`config.mk`:
```
export PLATFORM = sky130hd
export DESIGN_NAME = nota_a_tono
export DESIGN_NICKNAME = d
export VERILOG_FILES = /design/src/rtl/music_box_pkg.sv /design/src/rtl/melodia_rom.sv /design/src/rtl/nota_a_tono.sv
export SDC_FILE = /design/constraint.sdc
export NUM_CORES = 1
export LEC_CHECK = 0
export ABC_AREA = 1
export CORE_ASPECT_RATIO = 0.8
export CORE_MARGIN = 2
export CORE_UTILIZATION = 25
export DETAILED_ROUTE_END_ITERATION = 8
export GPL_TIMING_DRIVEN = 0
export PLACE_DENSITY = 0.43
export SLEW_MARGIN = 20
export SYNTH_ARGS = -nofsm -noshare
export SYNTH_HDL_FRONTEND = slang
export SYNTH_SLANG_ARGS = --single-unit
export TNS_END_PERCENT = 30
```
`constraint.sdc`:
```
create_clock -name clk -period 5.3 [get_ports clk]
set_input_delay 1.06 -clock clk [delete_from_list [all_inputs] [get_ports clk]]
set_output_delay 1.06 -clock clk [all_outputs]
set_load 0.1 [all_outputs]
```
`src/rtl/music_box_pkg.sv`:
```
// music_box_pkg: shared constants for the music-box audio path (note table,
// melody ROM contents, counter widths and FSM states).
package music_box_pkg;

    localparam int unsigned CODE_W     = 5;
    localparam int unsigned CNT_W      = 24;
    localparam int unsigned NOTE_COUNT = 25;

    // Semitones C4..B5 in Hz x100, truncated; entry 0 is the rest code.
    localparam int unsigned FREQ_X100 [NOTE_COUNT] = '{
        0,
        26162, 27718, 29366, 31112, 32962, 34922,
        36999, 39199, 41530, 44000, 46616, 49388,
        52325, 55436, 58732, 62225, 65925, 69845,
        73998, 78399, 83060, 88000, 93232, 98776
    };

    localparam logic [CODE_W-1:0] MELODY [NOTE_COUNT] = '{
        5'd10, 5'd10, 5'd12, 5'd10, 5'd15, 5'd14, 5'd0,
        5'd10, 5'd10, 5'd12, 5'd10, 5'd17, 5'd15, 5'd0,
        5'd10, 5'd10, 5'd22, 5'd19, 5'd15, 5'd14, 5'd12,
        5'd0,  5'd20, 5'd19, 5'd1
    };

    typedef enum logic [1:0] {
        ST_IDLE = 2'd0,
        ST_GAP  = 2'd1,
        ST_PLAY = 2'd2,
        ST_REST = 2'd3
    } state_e;

    function automatic logic [CNT_W-1:0] half_period(
        input int unsigned       clk_hz,
        input logic [CODE_W-1:0] code
    );
        longint unsigned num;
        longint unsigned den;
        if (code == '0 || code >= CODE_W'(NOTE_COUNT)) return '0;
        num = 64'(clk_hz) * 64'd100;
        den = 64'd2 * 64'(FREQ_X100[code]);
        return CNT_W'(num / den);
    endfunction

endpackage

```
`src/rtl/melodia_rom.sv`:
```
// melodia_rom: combinational note-address to melody-code lookup; out-of-range
// addresses read as the rest code.
module melodia_rom
    import music_box_pkg::*;
#(
    parameter int unsigned NUM_NOTES = NOTE_COUNT
) (
    input  logic [CODE_W-1:0] addr_i,
    output logic [CODE_W-1:0] code_o
);

    logic in_range;

    assign in_range = (32'(addr_i) < NUM_NOTES) && (32'(addr_i) < NOTE_COUNT);
    assign code_o   = in_range ? MELODY[addr_i] : '0;

endmodule

```
`src/rtl/nota_a_tono.sv`:
```
// nota_a_tono: turns the sequencer note address into a square wave, inserting
// a silent articulation gap at the start of every note.
module nota_a_tono
    import music_box_pkg::*;
#(
    parameter int unsigned CLK_HZ     = 12_000_000,
    parameter int unsigned GAP_CYCLES = 120_000,
    parameter int unsigned NUM_NOTES  = 25
) (
    input  logic              clk,
    input  logic              rst_n,
    input  logic              enable,
    input  logic [CODE_W-1:0] direccion_nota,
    output logic              audio_out,
    output logic [CODE_W-1:0] note_code,
    output logic              playing
);

    localparam logic [CNT_W-1:0] GAP_LAST = CNT_W'(GAP_CYCLES - 1);

    state_e            state_q, state_d;
    logic [CNT_W-1:0]  cnt_q, cnt_d;
    logic              audio_q, audio_d;
    logic              playing_q, playing_d;
    logic [CODE_W-1:0] code_q, code_d;
    logic [CODE_W-1:0] addr_q;
    logic              first_q;
    logic              change;
    logic [CODE_W-1:0] rom_code;
    logic [CNT_W-1:0]  half;
    logic [CNT_W-1:0]  half_tab [NOTE_COUNT];

    melodia_rom #(.NUM_NOTES(NUM_NOTES)) u_rom (
        .addr_i (direccion_nota),
        .code_o (rom_code)
    );

    // Half-periods are elaboration-time constants, so this is just a ROM.
    for (genvar g = 0; g < NOTE_COUNT; g++) begin : g_half
        assign half_tab[g] = half_period(CLK_HZ, CODE_W'(g));
    end

    assign half   = half_tab[code_q];
    assign change = first_q || (direccion_nota != addr_q);

    always_comb begin
        state_d = state_q;
        cnt_d   = cnt_q;
        audio_d = audio_q;
        code_d  = code_q;
        if (!enable) begin
            state_d = ST_IDLE;
            cnt_d   = '0;
            audio_d = 1'b0;
        end else if (change) begin
            state_d = ST_GAP;
            cnt_d   = '0;
            audio_d = 1'b0;
            code_d  = rom_code;
        end else begin
            case (state_q)
                ST_GAP: begin
                    state_d = (cnt_q == GAP_LAST) ? ((code_q != '0) ? ST_PLAY : ST_REST) : ST_GAP;
                    cnt_d   = (cnt_q == GAP_LAST) ? '0 : cnt_q + CNT_W'(1);
                end
                ST_PLAY: begin
                    audio_d = (cnt_q == half - CNT_W'(1)) ? ~audio_q : audio_q;
                    cnt_d   = (cnt_q == half - CNT_W'(1)) ? '0 : cnt_q + CNT_W'(1);
                end
                default: ;
            endcase
        end
        playing_d = (state_d == ST_PLAY);
    end

    // Leaving enable low keeps the first-cycle flag armed so re-enabling restarts the note.
    always_ff @(posedge clk or negedge rst_n) begin
        if (!rst_n) begin
            state_q   <= ST_IDLE;
            cnt_q     <= '0;
            audio_q   <= 1'b0;
            playing_q <= 1'b0;
            code_q    <= '0;
            addr_q    <= '0;
            first_q   <= 1'b1;
        end else begin
            state_q   <= state_d;
            cnt_q     <= cnt_d;
            audio_q   <= audio_d;
            playing_q <= playing_d;
            code_q    <= code_d;
            addr_q    <= direccion_nota;
            first_q   <= !enable;
        end
    end

    assign audio_out = audio_q;
    assign note_code = code_q;
    assign playing   = playing_q;

endmodule

```
==> flow_metrics.env <==
export IMPL_min_path_type="reg2reg"
export IMPL_cp_arrival_ps=3670
export IMPL_synth_simple_gate_area_frac=0.4091
export IMPL_timing_rr_start="note_code[1]"
export IMPL_die_area_um2=16430
export IMPL_synth_top_family_by_area="simple AND/OR/NAND/NOR gates"
export IMPL_synth_cell_area_um2=3854
export IMPL_r2r_cells=20
export IMPL_syn_num_nets=599
export IMPL_ant_nets=0
export IMPL_rsz0062_at_grt="no"
export IMPL_setup_viol=0
export IMPL_fillers=1673
export IMPL_whs_ps=535.3
export IMPL_finalNetCount=621
export IMPL_worstPathRequired_ps=5470
export IMPL_clock_sinks=39
export IMPL_yosys_area_top_type="dfrtp_1"
export IMPL_routabilityCongestion=0.8528
export IMPL_num_vias=3712
export IMPL_p_per_area_nw_per_um2=262.0
export IMPL_drt_iter0_markers=233
export IMPL_cts_clk_slew_worst_paths_ps=60
export IMPL_skew_ps=6.146
export IMPL_port_buffers=14
export IMPL_seq_area_frac_synth=0.2536
export IMPL_final_common_cell="nand2_1"
export IMPL_dr_pass1_iters=5
export IMPL_yosysUniqueCellTypes=42
export IMPL_cts_root_buf="clkbuf_16"
export IMPL_maxSlewHeadroom=0.3409
export IMPL_maxSlewViolCount=0
export IMPL_die_height_um=115.1
export IMPL_synth_fa_ha_area_frac=0.05844
export IMPL_drc_errors=0
export IMPL_dpl_hpwl_um=8563
export IMPL_critPathLaunchType="flip-flop"
export IMPL_fp_coreArea_um2=15060
export IMPL_cap_violations=0
export IMPL_final_util=0.2961
export IMPL_synth_mux_area_frac=0
export IMPL_worst_pin_slew_ps=985.6
export IMPL_drt_wirelength_per_cell_um=13.32
export IMPL_row_count=40
export IMPL_end_kind="flip-flop"
export IMPL_period_needed_ps=3502
export IMPL_cts_made_buffers=5
export IMPL_place_ws_ps=1683
export IMPL_grt_pass1_vias=3484
export IMPL_clock_latency_ps=280
export IMPL_crit_start="note_code[1]"
export IMPL_total_leakage_power_nw=1.997
export IMPL_r2r_slack_ps=1800
export IMPL_cts_hold_buf=0
export IMPL_cp_max_fo=10
export IMPL_antenna_found_initial=0
export IMPL_viasPerCell=4.605
export IMPL_period_share=0.6607
export IMPL_fmax_mhz=285.6
export IMPL_ctsResizeCount=0
export IMPL_grt_usage=0.1385
export IMPL_reg2reg_to="cnt_q[0]"
export IMPL_die_w_um=142.8
export IMPL_pin_count=15
export IMPL_drive_above_1_share=0.1326
export IMPL_syn_inst=573
export IMPL_status="finished, final reports clean"
export IMPL_grt_first_pass_wirelength_um=18200
export IMPL_area_delta_synth_final_pct=15.75
export IMPL_yosys_top_cells_area="dfrtp_1, nand2_1, nand3_1"
export IMPL_ys_warn_count=0
export IMPL_synth_xor_xnor_area_share=0.06364
export IMPL_syn_avg_cell_area_um2=6.725
export IMPL_mostFrequentLayoutCells="nand2_1, inv_1, nand3_1, dfrtp_1, nor2_1"
export IMPL_postCtsSetupRepairBufs=0
export IMPL_finalHoldViolations=0
export IMPL_setup_tns_ps=0
export IMPL_layoutNonFillerInstCount=806
export IMPL_tritoncts="yes"
export IMPL_setup_slack_ps=1798
export IMPL_synth_compound_area_frac=0.1159
export IMPL_gr_total_overflow=0
export IMPL_worstSetupEndpoint="cnt_q[0]"
export IMPL_initial_core_util=0.2558
export IMPL_synth_seq_cells=39
export IMPL_cts_max_level=2
export IMPL_path_class="reg2reg"
export IMPL_drt_total_wl_um=10740
export IMPL_dp_cells=798
export IMPL_grt_max_degree=31
export IMPL_yosysTopAreaCellShare=0.2468
export IMPL_cts_max_path_buffers=2
export IMPL_vdd_drop_max_mv=0.1251
export IMPL_antennaDiodeCount=0
-- report_power, final --
part / leakage (nW) / switching [W] / total, W / internal [W]
Combinational: 1.39 / 0.000318 / 0.000457 / 0.000139
Sequential: 0.520 / 0.0000125 / 0.000321 / 0.000308
Clock: 0.0911 / 0.000121 / 0.000391 / 0.000270
-- registers in the layout, summed over array words and instances, names as in the netlist --
register,count
state_q,2
note_code,5
addr_q,5
playing,1
cnt_q,24
first_q,1
audio_out,1
-- cell families after synthesis --
family                     after synthesis
and+or+nand+nor                        337
buffers and inverters                   84
AOI/OAI and AO/OA                       67
DFF                                     39
xor gates and xnor gates                28
adders and majority gates               18
-- per-stage QoR --
| step | total power (W) | cell area [µm²] |
|---|---|---|
| 6_report | 0.001168 | 4461 |
| 5_1_grt | 0.001251 | 4461 |
| 4_1_cts | 0.001178 | 4461 |
| 3_5_place_dp | 0.0007793 | 4272 |
| 3_3_place_gp | 0.0007801 | 4257 |
| 2_1_floorplan | 0.0006707 | 3854 |
-- cells in the mapped netlist (all sizes together) --
cell type / n
nand2: 189
o22ai: 2
a32oi: 1
o211ai: 2
nand3: 66
nor2: 47
nand3b: 1
ha: 18
xnor2: 4
a21oi: 16
a21boi: 1
o311ai: 1
nor3: 11
a211oi: 1
o32ai: 1
o31ai: 1
clkbuf: 6
nand4: 15
dfstp: 1
nor4: 7
dfrtp: 38
a22oi: 1
inv: 68
or2: 1
o21ai: 40
buf: 10
xor2: 24
-- final cells by class --
class                   count  area (µm²)  area share
well taps                 210       262.8     0.05891
flip-flops and latches     39       977.2      0.2191
repair buffers             15       155.1     0.03478
inverters                  68       255.2     0.05722
clock buffers               6       128.9     0.02889
multi-input cells         450        2494      0.5590
clock inverters             2       60.06     0.01346
plain buffers              16       127.6     0.02861
-- routing by layer --
layer / track usage / vias to the layer above / part of all wire / routed length, µm
li1: - / 1907 / - / -
met1: 0.2157 / 1726 / 0.56 / 5965
met2: 0.2003 / 72 / 0.40 / 4263
met3: 0.01791 / 7 / 0.035 / 374
met4: 0.03432 / 0 / 0.012 / 131
met5: 0 / - / 0 / 0
-- how the worst min path moves through the flow --
stage	start	to	cells after the start
2_1_floorplan	cnt_q[18]	cnt_q[18]	2
3_3_place_gp	cnt_q[13]	cnt_q[13]	2
3_5_place_dp	cnt_q[13]	cnt_q[13]	2
4_1_cts	cnt_q[13]	cnt_q[13]	2
5_1_grt	cnt_q[13]	cnt_q[13]	2
6_report	cnt_q[13]	cnt_q[13]	2
-- worst max-delay path: stages (launching register included) --
cell and delay [ps]:
dfrtp_1 490, inv_1 210, ha_1 240, inv_1 50, nand2_1 90, nand3_1 140
inv_1 50, a21oi_1 230, ha_1 230, nand3_2 200, nor2_1 250, nand2_1 80
nand2_1 60, nand2_1 40, nor2_1 100, nand3_1 100, nor3_2 340, nand2_2 130
nand2_4 140, buf_12 160, a21oi_2 50
(Power assumes the default switching activity.)
